==> src/rtl/train_sequencer_pkg.sv <==
// Shared definitions for train_sequencer: FSM state encoding, word-width
// derivation and Q(QN.QM) constant helpers.
package train_sequencer_pkg;

    typedef enum logic [3:0] {
        S_IDLE, S_NRST, S_GETS, S_ISSUE,
        S_WNOM, S_GNOM, S_PNOM,
        S_WPRT, S_GPRT, S_PPRT,
        S_SEND, S_WTRN, S_DONE, S_ERR
    } state_e;

    function automatic int q_bitwidth(input int qn, input int qm);
        return qn + qm + 1;
    endfunction

    function automatic longint q_one(input int qm);
        return longint'(1) << qm;
    endfunction

    function automatic longint q_half(input int qm);
        return q_one(qm) >> 1;
    endfunction

    function automatic longint q_sat_max(input int bw);
        return (longint'(1) << (bw - 1)) - 1;
    endfunction

    function automatic longint q_sat_min(input int bw);
        return -(longint'(1) << (bw - 1));
    endfunction

endpackage

==> src/rtl/train_sequencer_cost_unit.sv <==
// Combinational cost datapath: hard sigmoid, squared error, and the
// saturated, scaled difference between a perturbed and a nominal cost.
module cost_unit
    import train_sequencer_pkg::*;
#(
    parameter int QN         = 6,
    parameter int QM         = 11,
    parameter int DIFF_SHIFT = 5,
    parameter int BITWIDTH   = q_bitwidth(QN, QM)
) (
    input  logic signed [BITWIDTH-1:0] perc_out,
    input  logic                       target,
    input  logic signed [BITWIDTH-1:0] j_nom,
    input  logic signed [BITWIDTH-1:0] j_pert,
    output logic signed [BITWIDTH-1:0] j_cur,
    output logic signed [BITWIDTH-1:0] diff
);
    localparam int XW = BITWIDTH + 2;
    localparam int W2 = 2 * BITWIDTH;
    localparam int DW = BITWIDTH + DIFF_SHIFT + 2;

    localparam logic signed [XW-1:0] ONE_X  = XW'(q_one(QM));
    localparam logic signed [XW-1:0] HALF_X = XW'(q_half(QM));

    logic signed [XW-1:0] lin, sig, err;
    logic signed [W2-1:0] sq;
    logic signed [DW-1:0] dlt;
    logic                 sq_unused;

    always_comb begin
        sig  = '0;
        diff = '0;
        lin  = {{2{perc_out[BITWIDTH-1]}}, perc_out >>> 2} + HALF_X;
        if (lin[XW-1])
            sig = '0;
        else if (lin > ONE_X)
            sig = ONE_X;
        else
            sig = lin;
        err   = (target ? ONE_X : '0) - sig;
        sq    = W2'(err) * W2'(err);
        j_cur = BITWIDTH'(sq >>> QM);
        // Wide intermediate so the shift cannot wrap before saturation.
        dlt = (DW'(j_pert) - DW'(j_nom)) <<< DIFF_SHIFT;
        if (dlt > DW'(q_sat_max(BITWIDTH)))
            diff = BITWIDTH'(q_sat_max(BITWIDTH));
        else if (dlt < DW'(q_sat_min(BITWIDTH)))
            diff = BITWIDTH'(q_sat_min(BITWIDTH));
        else
            diff = dlt[BITWIDTH-1:0];
    end

    assign sq_unused = ^{sq[W2-1:QM+BITWIDTH], sq[QM-1:0]};

endmodule

==> src/rtl/train_sequencer.sv <==
// Per-sample training sequencer between the sample source and the LSTM
// network / output perceptron. Optional TRAIN_STATS_EN adds error/sample counters.
module train_sequencer
    import train_sequencer_pkg::*;
#(
    parameter int INPUT_SZ       = 2,
    parameter int QN             = 6,
    parameter int QM             = 11,
    parameter int MAX_SAMPLES    = 8,
    parameter int DIFF_SHIFT     = 5,
    parameter int TIMEOUT_CYCLES = 4096,
    localparam int BITWIDTH      = q_bitwidth(QN, QM)
) (
    input  logic                         clock,
    input  logic                         reset,
    input  logic                         start,
    input  logic                         sampleValid,
    output logic                         sampleReady,
    input  logic [BITWIDTH*INPUT_SZ-1:0] sampleIn,
    input  logic                         targetIn,
    output logic [BITWIDTH*INPUT_SZ-1:0] inputVec,
    output logic                         netReset,
    output logic                         netNewSample,
    input  logic                         netDataReady,
    input  logic                         netTrainingReady,
    output logic                         percReset,
    input  logic                         percDataReady,
    input  logic [BITWIDTH-1:0]          percOut,
    output logic [BITWIDTH-1:0]          costFunc,
    output logic                         newCostFunc,
    output logic                         busy,
    output logic                         seqDone,
`ifdef TRAIN_STATS_EN
    output logic [15:0]                  errCount,
    output logic [15:0]                  sampleCount,
`endif
    output logic                         timeoutErr
);
    localparam int CW = $clog2(MAX_SAMPLES + 1);
    localparam int WW = $clog2(TIMEOUT_CYCLES + 1);
    localparam int VW = BITWIDTH * INPUT_SZ;

    state_e                     state_q, state_d;
    logic [CW-1:0]              cnt_q, cnt_d;
    logic [WW-1:0]              wd_q, wd_d;
    logic                       nrst_q, nrst_d;
    logic [VW-1:0]              vec_q, vec_d;
    logic                       tgt_q, tgt_d;
    logic signed [BITWIDTH-1:0] j_q, j_d, jp_q, jp_d, cost_q, cost_d;
    logic                       ncf_q, ncf_d;
    logic                       ndr_prev_q, pdr_prev_q, ntr_prev_q;
    logic                       ndr_rise, pdr_rise, ntr_rise, in_wait;
    logic signed [BITWIDTH-1:0] j_cur, diff;
`ifdef TRAIN_STATS_EN
    logic [15:0]                err_cnt_q, err_cnt_d, smp_cnt_q, smp_cnt_d;
`endif

    cost_unit #(
        .QN(QN), .QM(QM), .DIFF_SHIFT(DIFF_SHIFT), .BITWIDTH(BITWIDTH)
    ) u_cost (
        .perc_out ($signed(percOut)),
        .target   (tgt_q),
        .j_nom    (j_q),
        .j_pert   (jp_q),
        .j_cur    (j_cur),
        .diff     (diff)
    );

    // Rise detection against the previous level; a level already high
    // when a wait state is entered never counts.
    assign ndr_rise = netDataReady & ~ndr_prev_q;
    assign pdr_rise = percDataReady & ~pdr_prev_q;
    assign ntr_rise = netTrainingReady & ~ntr_prev_q;
    assign in_wait  = (state_q == S_WNOM) || (state_q == S_PNOM) || (state_q == S_WPRT) ||
                      (state_q == S_PPRT) || (state_q == S_WTRN);

    always_comb begin
        state_d = state_q;
        cnt_d   = cnt_q;
        wd_d    = '0;
        nrst_d  = 1'b0;
        vec_d   = vec_q;
        tgt_d   = tgt_q;
        j_d     = j_q;
        jp_d    = jp_q;
        cost_d  = cost_q;
        ncf_d   = 1'b0;
`ifdef TRAIN_STATS_EN
        err_cnt_d = err_cnt_q;
        smp_cnt_d = smp_cnt_q;
`endif
        case (state_q)
            S_IDLE, S_ERR: if (start) begin
                state_d = S_NRST;
                cnt_d   = '0;
`ifdef TRAIN_STATS_EN
                err_cnt_d = '0;
                smp_cnt_d = '0;
`endif
            end
            S_NRST: begin
                nrst_d = ~nrst_q;
                if (nrst_q) state_d = S_GETS;
            end
            S_GETS: if (sampleValid) begin
                vec_d   = sampleIn;
                tgt_d   = targetIn;
                state_d = S_ISSUE;
            end
            S_ISSUE: state_d = S_WNOM;
            S_WNOM:  if (ndr_rise) state_d = S_GNOM;
            S_GNOM:  state_d = S_PNOM;
            S_PNOM:  if (pdr_rise) begin
                j_d     = j_cur;
                state_d = S_WPRT;
`ifdef TRAIN_STATS_EN
                if ((~percOut[BITWIDTH-1] != tgt_q) && (err_cnt_q != 16'hFFFF))
                    err_cnt_d = err_cnt_q + 16'd1;
`endif
            end
            S_WPRT:  if (ndr_rise) state_d = S_GPRT;
            S_GPRT:  state_d = S_PPRT;
            S_PPRT:  if (pdr_rise) begin
                jp_d    = j_cur;
                state_d = S_SEND;
            end
            S_SEND: begin
                cost_d  = diff;
                ncf_d   = 1'b1;
                state_d = S_WTRN;
            end
            S_WTRN: if (ntr_rise) begin
`ifdef TRAIN_STATS_EN
                smp_cnt_d = smp_cnt_q + 16'd1;
`endif
                if (cnt_q == CW'(MAX_SAMPLES - 1)) begin
                    state_d = S_DONE;
                end else begin
                    cnt_d   = cnt_q + 1'b1;
                    state_d = S_GETS;
                end
            end
            S_DONE: begin
                cnt_d   = '0;
                state_d = S_IDLE;
            end
            default: state_d = S_IDLE;
        endcase
        // Watchdog restarts on every state change and only runs while stalled.
        if (in_wait && (state_d == state_q)) begin
            if (wd_q == WW'(TIMEOUT_CYCLES - 1))
                state_d = S_ERR;
            else
                wd_d = wd_q + 1'b1;
        end
    end

    always_ff @(posedge clock) begin
        if (reset) begin
            state_q    <= S_IDLE;
            cnt_q      <= '0;
            wd_q       <= '0;
            nrst_q     <= 1'b0;
            vec_q      <= '0;
            tgt_q      <= 1'b0;
            j_q        <= '0;
            jp_q       <= '0;
            cost_q     <= '0;
            ncf_q      <= 1'b0;
            ndr_prev_q <= 1'b0;
            pdr_prev_q <= 1'b0;
            ntr_prev_q <= 1'b0;
        end else begin
            state_q    <= state_d;
            cnt_q      <= cnt_d;
            wd_q       <= wd_d;
            nrst_q     <= nrst_d;
            vec_q      <= vec_d;
            tgt_q      <= tgt_d;
            j_q        <= j_d;
            jp_q       <= jp_d;
            cost_q     <= cost_d;
            ncf_q      <= ncf_d;
            ndr_prev_q <= netDataReady;
            pdr_prev_q <= percDataReady;
            ntr_prev_q <= netTrainingReady;
        end
    end

`ifdef TRAIN_STATS_EN
    always_ff @(posedge clock) begin
        if (reset) begin
            err_cnt_q <= '0;
            smp_cnt_q <= '0;
        end else begin
            err_cnt_q <= err_cnt_d;
            smp_cnt_q <= smp_cnt_d;
        end
    end

    assign errCount    = err_cnt_q;
    assign sampleCount = smp_cnt_q;
`endif

    assign sampleReady  = (state_q == S_GETS);
    assign netNewSample = (state_q == S_ISSUE);
    assign netReset     = (state_q == S_IDLE) || (state_q == S_NRST) || (state_q == S_ERR);
    assign percReset    = !((state_q == S_PNOM) || (state_q == S_PPRT));
    assign busy         = !((state_q == S_IDLE) || (state_q == S_ERR));
    assign seqDone      = (state_q == S_DONE);
    assign timeoutErr   = (state_q == S_ERR);
    assign inputVec     = vec_q;
    assign costFunc     = cost_q;
    assign newCostFunc  = ncf_q;

endmodule

==> config.mk <==
export PLATFORM = sky130hd
export DESIGN_NAME = train_sequencer
export DESIGN_NICKNAME = d
export VERILOG_FILES = /design/src/rtl/train_sequencer_pkg.sv /design/src/rtl/train_sequencer_cost_unit.sv /design/src/rtl/train_sequencer.sv
export SDC_FILE = /design/constraint.sdc
export NUM_CORES = 1
export LEC_CHECK = 0
export BUFFER_PORTS_ARGS = -buffer_cell sky130_fd_sc_hd__buf_2
export CELL_PAD_IN_SITES_DETAIL_PLACEMENT = 1
export CELL_PAD_IN_SITES_GLOBAL_PLACEMENT = 1
export CORE_AREA = 3 3 136 236
export CTS_CLUSTER_DIAMETER = 150
export DETAILED_ROUTE_END_ITERATION = 8
export DIE_AREA = 0 0 139 239
export PLACE_DENSITY = 0.9
export SYNTH_ARGS = -nofsm -noshare
export SYNTH_HDL_FRONTEND = slang
export SYNTH_SLANG_ARGS = --single-unit
==> constraint.sdc <==
create_clock -name clock -period 18 [get_ports clock]
set_clock_uncertainty 0.15 [all_clocks]
set_input_delay 4.5 -clock clock [delete_from_list [all_inputs] [get_ports clock]]
set_output_delay 4.5 -clock clock [all_outputs]
set_load 0.02 [all_outputs]
# Word-level counts from Yosys, hierarchy flattened
# Cells that the tools add are included.
# word_totals
ff_bits	117
inputBits	62
out_inout_bits	62
wordCells	92
# op_classes
addsub	5
mul	1
magnitude_cmp	3
eq_ne	19
mux	22
bitwise_logic	9
reduce_logical	20
# ops
op	count
4-bit two-way mux	14
4-bit one-hot mux with 12 select lines	1
19-bit two-way mux	2
18-bit two-way mux	2
20-bit by 20-bit multiplier with 29-bit output	1
25-bit by 18-bit greater-than comparator with 1-bit output, second input constant	1
25-bit by 18-bit < comparator with 1-bit output, second input constant	1
4-bit == test, second input constant	6
4-bit by 3-bit == test with 1-bit output, second input constant	5
20-bit by 13-bit greater-than comparator with 1-bit output, second input constant	1
12-bit by 19-bit subtractor with 20-bit output	1
18-bit by 18-bit subtractor with 19-bit output	1
16-bit by 12-bit adder with 17-bit output, second input constant	1
13-bit by 1-bit adder with 13-bit output, second input constant	1
13-bit by 12-bit == test with 1-bit output, second input constant	1
12-bit two-way mux	1
4-bit one-hot mux with 3 select lines	1
4-bit by 2-bit == test with 1-bit output, second input constant	2
1-bit logical OR	8
2-bit != test, second input constant	3
1-bit inverter	6
2-bit AND reduction	3
4-bit by 1-bit adder with 4-bit output, second input constant	1
4-bit by 1-bit == test with 1-bit output, second input constant	1
10 further kinds	14

# Longest topological paths before layout
# Gate-level depths: netlist of run 1.
# logic_depth
ltp_word	8
depth_mapped	39
depth_no_buf	34

# Cells and area by module
# From an unflattened synthesis of run 1, not the netlist that was laid out.
# unflattened
cells_unflattened	1876
area_unflattened_um2	15912.8
# by_module_without_submodules
mod	n_inst	cells_each	area_each_um2	seq_area_each_um2
cost_unit	1	1289	11222.0	0.0
train_sequencer	1	587	4690.7	2342.2

# Worst setup path after synthesis of run 1
# No wires, ideal clock.
# synth_path
path_type	input port to flip-flop
from	input percOut[12]
to	register j_q[17]
setup_time_ps	95
t_arrival_ps	13343
slack_ps	4411
path_stages	35
cell_sequence	ha_1 nand3_1 o32ai_4 o21a_2 buf_4 buf_2 and2_1 inv_1 buf_1 ha_1 clkbuf_1 a21oi_1 a311oi_2 inv_2 nand2_1 inv_1 fa_1 inv_1 fa_1 fa_1 inv_1 fa_1 fa_1 fa_1 inv_1 fa_1 inv_1 ha_1 o21a_1 nor2_1 or3b_2 a221oi_1 nor2_1 or4_1 o311ai_1
# synth_between
elab_chain_len	6
# synth_lines
element	line_no	source
start, declared	train_sequencer.sv:28	input logic [BITWIDTH-1:0] percOut,
16-bit by 12-bit adder with 17-bit output (*)	train_sequencer_cost_unit.sv:33	lin = {{2{perc_out[BITWIDTH-1]}}, perc_out >>> 2} + HALF_X;
20-bit by 13-bit greater-than comparator with 1-bit output	train_sequencer_cost_unit.sv:36	else if (lin > ONE_X)
19-bit two-way mux	train_sequencer_cost_unit.sv:36	
19-bit two-way mux (*)	train_sequencer_cost_unit.sv:34	if (lin[XW-1])
12-bit by 19-bit subtractor with 20-bit output (*)	train_sequencer_cost_unit.sv:40	err = (target ? ONE_X : '0) - sig;
20-bit by 20-bit multiplier with 29-bit output (*)	train_sequencer_cost_unit.sv:41	sq = W2'(err) * W2'(err);
end signal, assigned	train_sequencer.sv:180	j_q <= j_d;
end, declared	train_sequencer.sv:49	logic signed [BITWIDTH-1:0] j_q, j_d, jp_q, jp_d, cost_q, cost_d;
# Every way passes the cells marked *; elsewhere a longest branch is shown, timed or not.
# A chain may end at the register's enable or synchronous reset.

# Final worst setup path of run 1
# layout_path
from	input percOut[12]
to	register j_q[14]
# The elaborated chain is that of the path after synthesis.

==> results of run 1 <==
==> worst max path at each step <==
| stage | from | endpoint | cells past startpoint |
|---|---|---|---|
| after global routing | percOut[12] | j_q[17]$_SDFFE_PP0P_ | 31 |
| after global placement | percOut[12] | j_q[14]$_SDFFE_PP0P_ | 34 |
| after floorplan | percOut[12] | j_q[17]$_SDFFE_PP0P_ | 35 |
| after CTS | percOut[12] | j_q[14]$_SDFFE_PP0P_ | 34 |
| after detailed placement | percOut[12] | j_q[14]$_SDFFE_PP0P_ | 34 |
| final | percOut[12] | j_q[14]$_SDFFE_PP0P_ | 34 |
==> placed cells by master (no fill, tap or decap), types with 12 or more instances in the layout <==
cell type | Yosys | routed
o21ai_0 | 21 | 21
fa_1 | 271 | 271
buf_4 | 5 | 12
nand2b_1 | 21 | 21
a21oi_1 | 104 | 104
nand3_1 | 26 | 26
nor2b_1 | 13 | 13
nand2_1 | 227 | 227
buf_2 | 6 | 121
a21o_1 | 22 | 22
xor2_1 | 26 | 26
clkbuf_16 | 0 | 17
ha_1 | 108 | 108
nor2_1 | 146 | 146
xnor2_1 | 40 | 40
dfxtp_1 | 113 | 113
inv_1 | 409 | 409
==> metrics by stage <==
stage	instances	setup WS (ns)	util (%)
floorplan	1787	4.41	-
global placement	2249	3.13	53.7
detailed placement	2249	2.61	53.7
CTS	2281	3.01	55.8
global route	2282	2.20	55.8
finish	2282	2.79	55.8
==> worst register-to-register path, cell delays in order, from the launching register on <==
cell and delay, ns:
dfxtp_1 0.45, ha_1 0.49, a31o_2 0.62, clkinv_1 0.17
buf_4 0.27, nand2b_1 0.39, inv_1 0.15, fa_1 0.54
inv_1 0.07, fa_1 0.49, inv_1 0.06, fa_1 0.50
fa_1 0.53, fa_1 0.54, fa_1 0.57, inv_1 0.06
fa_1 0.53, inv_1 0.04, ha_1 0.35, and3_1 0.23
and4_1 0.27, o2111ai_1 0.33, a41o_1 0.41, o21bai_2 0.17
a21oi_1 0.14, or4_1 0.44, o311ai_1 0.11
==> metal layers <==
layer	share of wire (%)	wire length [microns]	global-route usage, %
met1	31	15400	27.3
met4	8.8	4340	23.1
met5	0	0	0
met2	56	27900	59.7
met3	3.9	1920	4.00
==> logic make-up after synthesis <==
| kind of cell | count (synthesis) | share of synthesized area [%] |
|---|---|---|
| flip-flops | 113 | 14.8 |
| adder cells (fa/ha/maj) | 379 | 44.2 |
| XOR/XNOR | 66 | 3.77 |
| AO/OA/AOI/OAI | 242 | 10.5 |
| other | 1 | 0.0245 |
| buffers and inverters | 471 | 11.7 |
| AND/OR/NAND/NOR | 515 | 15.0 |
==> report_power, final <==
group          total [mW]  switching [mW]  internal (mW)
Clock               0.376           0.138          0.238
Combinational       0.588           0.362          0.226
Sequential          0.255         0.00297          0.252
==> flip-flops by register name, indices dropped and copies added, names as in the netlist <==
name	cells
tgt_q	1
pdr_prev_q	1
ndr_prev_q	1
newCostFunc	1
jp_q	18
ntr_prev_q	1
cnt_q	4
costFunc	14
wd_q	13
inputVec	36
nrst_q	1
j_q	18
state_q	4
==> area by class of cell <==
type,count,area share [%]
clock buffer,18,2.60
tap,387,2.86
timing repair buffer,133,4.12
inverter,413,9.17
antenna,1,0.0148
clock inverter,14,1.19
sequential,113,13.4
multi-input combinational,1203,66.7
==> out/summary.txt, run 1 <==
YOSYS
--------------------------------------------------------------------------------
Flop and latch count out of synthesis                                        113
Fraction of synthesized cell area taken by the top area cell type          35.4%
Sequential element share of the synthesized area                           14.8%
Syn Inst Count                                                             1,787
Mapped Nets                                                                2,228
Syn. warnings                                                                  0
Mean cell area of the mapped netlist                                  8.57 sq um
Number of different library cells in the post-synthesis netlist               76
Most common cell in the netlist                                            inv_1
Top post-synthesis cells by count                                   inv_1, fa_1, nand2_1, nor2_1, dfxtp_1
Number of synthesized flops with an enable pin                                 0
Most used DFF post-synth                                                 dfxtp_1
Async set or reset register ratio after synthesis                             0%
Synthesized area                                                    15,300 sq um
Main area contributors after synthesis                              fa_1, dfxtp_1, inv_1, ha_1, nand2_1
Largest area contributor in the netlist                                     fa_1

WORST SETUP PATH
--------------------------------------------------------------------------------
Reg2reg end                                                         j_q[14]$_SDFFE_PP0P_
Type of the worst setup path                                              in2reg
Delay-heaviest family, CP                                            adder cells
Number of buffers and inverters on the critical path                           9
FF-to-FF path depth                                                           26
Nature of the critical path startpoint                                input port
Highest cell delay on the worst timing path                              0.89 ns
CP most frequent cell                                                      inv_1
Critical path endpoint category                                             flop
Standard cell with the maximum stage delay on the critical path         o311ai_2
Critical path fanouts, max                                                    22
Reg2Reg Setup Slack                                                      8.83 ns
Data arrival at the endpoint of the critical path                       15.39 ns
Source of the worst register-to-register timing path                tgt_q$_SDFFE_PP0P_
Data required time at the worst endpoint                                18.18 ns

STA
--------------------------------------------------------------------------------
Count of final max-slew check failures                                         0
Slew at the pin closest to its max-slew limit                            1.05 ns
Worst slew margin                                                          29.8%
Clock period minus final worst setup slack                              15.21 ns
Crit share post-route                                                      84.5%
Min Hold Slack                                                          0.309 ns
Achievable frequency                                                    65.7 MHz
Final TNS setup                                                             0 ns
Unrepaired setup endpoints after global routing                            false
Total count of hold-check failures in the final report                         0
Setup-violating endpoint count in the final report                             0

MIN PATH
--------------------------------------------------------------------------------
Origin of the worst min-delay path                                  inputVec[29]$_SDFFE_PP0P_
Worst Hold Depth                                                               2
Path category of the worst min-delay check                               reg2reg
Hold path endpoint                                                  inputVec[29]$_SDFFE_PP0P_

FINISH
--------------------------------------------------------------------------------
Filler cell count                                                          3,604
Register area                                                         2260 sq um
Share of post-route cells with drive strength above 1                      10.2%
Area used by multi-input combinational logic                        11,300 sq um
Post-route design area                                              16,900 sq um
Final nets                                                                 2,322
Layout-stage area growth over the synthesis result                         10.3%

GRT
--------------------------------------------------------------------------------
Via count of the first global-routing pass                                15,600
Number of antenna violations at the first check in global routing              1
Overflow left after global routing                                             0
Global-route wire length before repair                                   79.5 mm
GR Util All Layers                                                         30.3%
Pin count of the biggest net entering global routing                          85

ROUTE
--------------------------------------------------------------------------------
DRC violation count after routing                                              0
Router iterations before antenna repair                                        5
Final routed wire length divided by cell count                      21.7 microns
Detail-routed via count per cell                                            5.67
Final Routed Wirelength                                                  49.6 mm
Antenna-violating nets left                                                    0
Total via count in the routed design                                      12,900
First DRT Iteration DRCs                                                     630

PLACED DESIGN
--------------------------------------------------------------------------------
Post-Place Cell Area                                                16,300 sq um
Count of input and output buffers                                            121
Global placer's final weighted congestion                                  0.924
HPWL Detailed                                                            39.4 mm

FLOORPLANNING
--------------------------------------------------------------------------------
Number of I/O pins                                                           124
Number of core rows                                                           84
Starting density of the core                                               50.6%
Height of the die                                                    239 microns
Area enclosed by the die boundary                                   33,200 sq um
Core region area                                                    30,300 sq um
Chip width                                                           139 microns

OUTCOME
--------------------------------------------------------------------------------
Result of the run                                                   finished clean

PWR
--------------------------------------------------------------------------------
Power after layout                                                       1.22 mW
Cell Pwr Density                                                    72.1 nW/um^2
Maximum ir drop on the vdd rail                                        0.0823 mV
LEAKAGE                                                                  8.64 nW

JOB
--------------------------------------------------------------------------------
Max-capacitance violation count                                                0

CLOCKING
--------------------------------------------------------------------------------
Post-cts resize count                                                          0
Clock latency on the worst-skew pair                                     0.44 ns
# hold bufs at CTS                                                             0
TritonCTS sink count                                                         113
Clock root buffer                                                      clkbuf_16
Number of buffers created by CTS                                              17
CTS H-tree depth                                                               4
Clock transition at path regs                                            0.06 ns
Buffers from clock root to sink, at most                                       2
Clock tree from TritonCTS                                                    yes
Post-CTS setup repair buffer count                                             0

(Power assumes the default switching activity.)
==> run 2: changes to the inputs <==
ABC_AREA = 1   (was unset)
CORE_AREA = 3 3 144 251   (was 3 3 136 236)
DIE_AREA = 0 0 147 254   (was 0 0 139 239)
PLACE_DENSITY = 0.86   (was 0.9)
clock period = 15.9 ns   (was 18 ns; I/O delays follow)
==> out/summary.txt, run 2 <==
OUTCOME
------------------------------------------------------------------------------------
Result of the run                                                       finished clean

CLOCKING
------------------------------------------------------------------------------------
Clock transition at path regs                                                0.05 ns
Clock latency on the worst-skew pair                                         0.47 ns
CTS H-tree depth                                                                   4
Post-CTS setup repair buffer count                                                 0
# hold bufs at CTS                                                                 0
Clock tree from TritonCTS                                                        yes
Buffers from clock root to sink, at most                                           3
Clock root buffer                                                          clkbuf_16
Number of buffers created by CTS                                                  25
TritonCTS sink count                                                             113
Post-cts resize count                                                              0

PLACED DESIGN
------------------------------------------------------------------------------------
HPWL Detailed                                                                40.9 mm
Post-Place Cell Area                                                    17,100 sq um
Total placed cells including tap cells                                         2,593
Global placer's final weighted congestion                                      0.918
Setup Slack @ Placement                                                      1.77 ns
Count of input and output buffers                                                121

GRT
------------------------------------------------------------------------------------
Overflow left after global routing                                                 0
Pin count of the biggest net entering global routing                              64
GR peak layer                                                                   met2
Met3 global-route usage                                                        3.19%
GR Util All Layers                                                             26.7%
Met2 usage                                                                     54.7%
Met1 capacity usage during global routing                                      23.7%
Via count of the first global-routing pass                                    16,200
Global-route wire length before repair                                       79.5 mm
Number of antenna violations at the first check in global routing                  0

ROUTE
------------------------------------------------------------------------------------
Router iterations before antenna repair                                            4
Total via count in the routed design                                          13,800
DRC violation count after routing                                                  0
Detail-routed via count per cell                                                5.25
Antenna-violating nets left                                                        0
Final Routed Wirelength                                                      48.3 mm
First DRT Iteration DRCs                                                         379
Final routed wire length divided by cell count                          18.4 microns

PWR
------------------------------------------------------------------------------------
Cell Pwr Density                                                         114 nW/um^2
Power after layout                                                           2.03 mW
Maximum ir drop on the vdd rail                                             0.177 mV
LEAKAGE                                                                      9.48 nW

WORST SETUP PATH
------------------------------------------------------------------------------------
Reg2reg end                                                             j_q[17]$_SDFFE_PP0P_
Critical path endpoint category                                                 flop
CP most frequent cell                                                          inv_1
Standard cell with the maximum stage delay on the critical path                 fa_1
Critical path fanouts, max                                                        15
FF-to-FF path depth                                                               30
Reg2Reg Setup Slack                                                          6.98 ns
Type of the worst setup path                                                  in2reg
Data required time at the worst endpoint                                    16.11 ns
Highest cell delay on the worst timing path                                  0.62 ns
Source of the worst register-to-register timing path                    tgt_q$_SDFFE_PP0P_
Nature of the critical path startpoint                                    input port
Data arrival at the endpoint of the critical path                           13.91 ns

STA
------------------------------------------------------------------------------------
Setup-violating endpoint count in the final report                                 0
Crit share post-route                                                          86.1%
Slew at the pin closest to its max-slew limit                                1.22 ns
Count of final max-slew check failures                                             0
Clock period minus final worst setup slack                                  13.70 ns
Worst slew margin                                                              18.4%
Total count of hold-check failures in the final report                             0
Final TNS setup                                                                 0 ns
Worst path setup slack after routing                                         2.20 ns
Unrepaired setup endpoints after global routing                                false
Achievable frequency                                                        73.0 MHz

YOSYS
------------------------------------------------------------------------------------
Number of synthesized flops with an enable pin                                     0
Most used DFF post-synth                                                     dfxtp_1
Syn. warnings                                                                      0
Fraction of synthesized cell area taken by the top area cell type              33.7%
Largest area contributor in the netlist                                         fa_1
Fraction of the mapped netlist area in compound gates                          8.28%
Mean cell area of the mapped netlist                                      7.80 sq um
Simple-gate portion of the synthesized area                                    18.6%
Most common cell in the netlist                                                inv_1
Async set or reset register ratio after synthesis                                 0%
Flop and latch count out of synthesis                                            113
Parity-gate share of the synthesized area counting xor and xnor cells          2.29%
Sequential element share of the synthesized area                               14.1%
Fraction of synthesized area in multiplexers                                      0%
Synthesized area                                                        16,100 sq um
Main area contributors after synthesis                                  fa_1, dfxtp_1, inv_1, ha_1, nand2_1
Syn Inst Count                                                                 2,061
Top post-synthesis cells by count                                       inv_1, nand2_1, fa_1, nor2_1, dfxtp_1
Mapped Nets                                                                    2,502
Number of different library cells in the post-synthesis netlist                   57
Combinational family with the most area after synthesis                  adder cells
Adder-cell area share of the yosys netlist                                     42.1%

FLOORPLANNING
------------------------------------------------------------------------------------
Core region area                                                        34,500 sq um
Height of the die                                                        254 microns
Number of core rows                                                               90
Number of I/O pins                                                               124
Area enclosed by the die boundary                                       37,300 sq um
Starting density of the core                                                   46.7%
Chip width                                                               147 microns

FINISH
------------------------------------------------------------------------------------
Highest-count cells in the layout ignoring fill and taps                inv_1, nand2_1, fa_1
Most common cell after layout, fill and taps aside                             inv_1
Filler cell count                                                              4,394
Finished Layout Cells                                                          2,625
Layout-stage area growth over the synthesis result                             10.5%
Post-route design area                                                  17,800 sq um
Antenna cells                                                                      0
Flip-flop count of the largest register after layout                              36
Final nets                                                                     2,601
Share of post-route cells with drive strength above 1                          9.33%

MIN PATH
------------------------------------------------------------------------------------
Origin of the worst min-delay path                                      inputVec[32]$_SDFFE_PP0P_
Worst Hold Depth                                                                   2
Path category of the worst min-delay check                                   reg2reg
Hold path endpoint                                                      inputVec[32]$_SDFFE_PP0P_

JOB
------------------------------------------------------------------------------------
Max-capacitance violation count                                                    0

## run 2: changes by cell type in the layout (fill, tap and decap cells not counted), sizes merged, moves of 10 or more
cell and delta:
nand2 +74, and2 -11, o21bai +12, nand3 +85
nand2b -21, inv +135, o21ai +10, clkbuf +13
o211ai +20, xnor2 -24, a21o -17, nor2 +77
nor2b -13
## run 2: logic make-up after synthesis
| family | count (synthesis) |
|---|---|
| other | 1 |
| AOI/OAI and AO/OA | 220 |
| DFF | 113 |
| buffers and inverters | 615 |
| xor gates and xnor gates | 42 |
| and+or+nand+nor | 691 |
| adders and majority gates | 379 |
## run 2: final cells by class
type | count | area [sq um] | share of cell area [%]
clock inverters | 1 | 5.00 | 0.0282
clock buffers | 31 | 688 | 3.87
multi-input cells | 1333 | 11500 | 64.6
inverters | 557 | 2090 | 11.8
flip-flops and latches | 113 | 2260 | 12.7
well taps | 460 | 576 | 3.24
repair buffers | 130 | 673 | 3.79
## run 2: how the worst max path moves through the flow
stage / end / slack (ns) / startpoint
2_1_floorplan: j_q[17]$_SDFFE_PP0P_ / 3.90 / percOut[12]
3_3_place_gp: j_q[17]$_SDFFE_PP0P_ / 2.02 / percOut[12]
3_5_place_dp: j_q[17]$_SDFFE_PP0P_ / 1.77 / percOut[12]
4_1_cts: j_q[17]$_SDFFE_PP0P_ / 2.24 / percOut[12]
5_1_grt: j_q[17]$_SDFFE_PP0P_ / 1.49 / percOut[12]
6_report: j_q[17]$_SDFFE_PP0P_ / 2.20 / percOut[12]
## run 2: metrics by stage
step           hold WS (ns)  utilization, %
3_3_place_gp          0.292            49.6
6_report              0.309            51.6
3_5_place_dp          0.302            49.6
2_1_floorplan         0.273               -
5_1_grt               0.328            51.6
4_1_cts               0.311            51.6
## run 2: worst max-delay path, delay by kind of cell
family | cells | cell delay (ns)
buf+inv | 12 | 1.59
simple gates | 15 | 2.47
fa+ha+maj | 10 | 4.60
compound gates | 5 | 1.24
## run 2: layer usage
metal / up-vias / part of all wire, %
met5: - / 0
met4: 0 / 7.4
met3: 189 / 3.1
met2: 369 / 58
met1: 6854 / 32
li1: 6365 / -
## run 2: power breakdown
part / leakage (nW) / switching [mW] / internal [mW]
Combinational: 8.23 / 0.843 / 0.466
Clock: 0.343 / 0.137 / 0.296
Sequential: 0.911 / 0.00332 / 0.288
Total: 9.48 / 0.983 / 1.05
==> run 3: changes to the inputs <==
CTS_CLUSTER_DIAMETER = 200   (was 150)
CTS_CLUSTER_SIZE = 8   (was unset)
PLACE_DENSITY = unset   (was 0.86)
PLACE_DENSITY_LB_ADDON = 0.1   (was unset)
==> out/summary.txt, run 3 (synthesis gave the netlist of run 2 again) <==
OUTCOME
--------------------------------------------------------------------------------
Result of the run                                                   finished clean

PWR
--------------------------------------------------------------------------------
Power after layout                                                       1.95 mW
LEAKAGE                                                                  9.46 nW
Internal power component                                                  988 uW
Sw Ratio                                                                   49.4%
Psw                                                                       964 uW
Clock share of power                                                       18.9%
Seq pwr share                                                              14.9%
Combinational power share                                                  66.2%
Cell Pwr Density                                                     110 nW/um^2
Maximum ir drop on the vdd rail                                         0.162 mV

CLOCKING
--------------------------------------------------------------------------------
Clock transition at path regs                                            0.05 ns
Clock root buffer                                                      clkbuf_16
Clock latency on the worst-skew pair                                     0.43 ns
CTS H-tree depth                                                               4
Post-CTS setup repair buffer count                                             0
Clock tree from TritonCTS                                                    yes
Number of buffers created by CTS                                              17
Buffers from clock root to sink, at most                                       2
# hold bufs at CTS                                                             0
Post-cts resize count                                                          0
TritonCTS sink count                                                         113

ROUTE
--------------------------------------------------------------------------------
Detail-routed via count per cell                                            5.13
Final routed wire length divided by cell count                      17.4 microns
DRC violation count after routing                                              0
Antenna-violating nets left                                                    0
Final Routed Wirelength                                                  45.9 mm
First DRT Iteration DRCs                                                     448
Total via count in the routed design                                      13,500
Router iterations before antenna repair                                        4

GRT
--------------------------------------------------------------------------------
Pin count of the biggest net entering global routing                          64
Via count of the first global-routing pass                                15,400
Number of antenna violations at the first check in global routing              0
GR Util All Layers                                                         25.5%
Overflow left after global routing                                             0
Global-route wire length before repair                                   75.7 mm

FINISH
--------------------------------------------------------------------------------
Final nets                                                                 2,603
Flip-flop count of the largest register after layout                          36
Share of post-route cells with drive strength above 1                      9.71%
Most common cell after layout, fill and taps aside                         inv_1
Highest-count cells in the layout ignoring fill and taps            inv_1, nand2_1, fa_1
Filler cell count                                                          4,382
Layout-stage area growth over the synthesis result                         10.2%
Antenna cells                                                                  0

WORST SETUP PATH
--------------------------------------------------------------------------------
Nature of the critical path startpoint                                input port
Data arrival at the endpoint of the critical path                       13.64 ns
Data required time at the worst endpoint                                16.08 ns
Critical path endpoint category                                             flop
Number of buffers and inverters on the critical path                          11
Delay-heaviest family, CP                                            adder cells
Critical path fanouts, max                                                    20
Standard cell with the maximum stage delay on the critical path             fa_1
Highest cell delay on the worst timing path                              0.60 ns
Type of the worst setup path                                              in2reg
CP most frequent cell                                                      inv_1

STA
--------------------------------------------------------------------------------
Setup-violating endpoint count in the final report                             0
Crit share post-route                                                      84.7%
Worst path setup slack after routing                                     2.44 ns
Count of final max-slew check failures                                         0
Worst slew margin                                                          20.0%
Achievable frequency                                                    74.3 MHz
Unrepaired setup endpoints after global routing                            false
Slew at the pin closest to its max-slew limit                            1.19 ns
Total count of hold-check failures in the final report                         0
Final TNS setup                                                             0 ns
Clock period minus final worst setup slack                              13.46 ns

FLOORPLANNING
--------------------------------------------------------------------------------
Number of I/O pins                                                           124
Height of the die                                                    254 microns
Number of core rows                                                           90
Area enclosed by the die boundary                                   37,300 sq um
Starting density of the core                                               46.7%
Core region area                                                    34,500 sq um
Chip width                                                           147 microns

PLACED DESIGN
--------------------------------------------------------------------------------
HPWL Detailed                                                            39.2 mm
Global placer's final weighted congestion                                  0.916
Count of input and output buffers                                            121
Setup Slack @ Placement                                                  2.01 ns

JOB
--------------------------------------------------------------------------------
Max-capacitance violation count                                                0

MIN PATH
--------------------------------------------------------------------------------
Path category of the worst min-delay check                               reg2reg

-- run 3: cell types whose count changed in the layout (fill, tap and decap cells not counted), sizes merged --
cell,change
clkbuf,-11
buf,+10
clkinv,+5
bufinv,+2
clkinvlp,+2
-- run 3: area by class of cell --
| class | instances | area, sq um | area share (%) |
|---|---|---|---|
| Multi-Input combinational cell | 1333 | 11500 | 64.8 |
| Sequential cell | 113 | 2260 | 12.8 |
| Inverter | 557 | 2090 | 11.8 |
| Timing Repair Buffer | 140 | 748 | 4.22 |
| Tap cell | 460 | 576 | 3.25 |
| Clock buffer | 20 | 457 | 2.58 |
| Clock inverter | 10 | 113 | 0.636 |
-- run 3: power by group through the flow --
stage               Combinational [mW]  Sequential, mW  Clock (mW)
floorplan                        0.897           0.298           0
global placement                  1.27           0.296           0
detailed placement                1.31           0.297           0
finish                            1.29           0.291       0.369
CTS                               1.32           0.291       0.377
global route                      1.48           0.291       0.390
-- run 3: worst reg2reg max path, delay by kind of cell, from the launching register on --
| family | cells | cell delay, ns |
|---|---|---|
| flip-flops | 1 | 0.42 |
| buffers and inverters | 8 | 1.04 |
| AND/OR/NAND/NOR | 9 | 1.32 |
| AO/OA/AOI/OAI | 5 | 1.54 |
| adder cells (fa/ha/maj) | 9 | 4.38 |
-- run 3: metal layers --
metal | routed length, microns | part of all wire (%) | GRT usage, %
met1 | 15500 | 34 | 24.2
met2 | 27400 | 60 | 53.7
met3 | 1010 | 2.2 | 2.21
met4 | 2060 | 4.5 | 11.2
met5 | 0 | 0 | 0
-- run 3: path summary, 6_finish.rpt --
path,depth (start not counted),from,endpoint,slack (ns)
setup reg to reg,31,tgt_q$_SDFFE_PP0P_,j_q[17]$_SDFFE_PP0P_,6.96
hold / removal,2,inputVec[25]$_SDFFE_PP0P_,inputVec[25]$_SDFFE_PP0P_,0.31
setup / recovery,39,percOut[13],j_q[17]$_SDFFE_PP0P_,2.44
hold reg to reg,2,inputVec[25]$_SDFFE_PP0P_,inputVec[25]$_SDFFE_PP0P_,0.31
-- run 3: per-stage QoR --
stage	hold slack (ns)	util (%)	area [sq um]	cells
floorplan	0.273	-	16100	2061
global placement	0.293	49.8	17200	2603
detailed placement	0.302	49.8	17200	2603
CTS	0.311	51.4	17700	2633
global route	0.325	51.4	17700	2633
finish	0.309	51.4	17700	2633
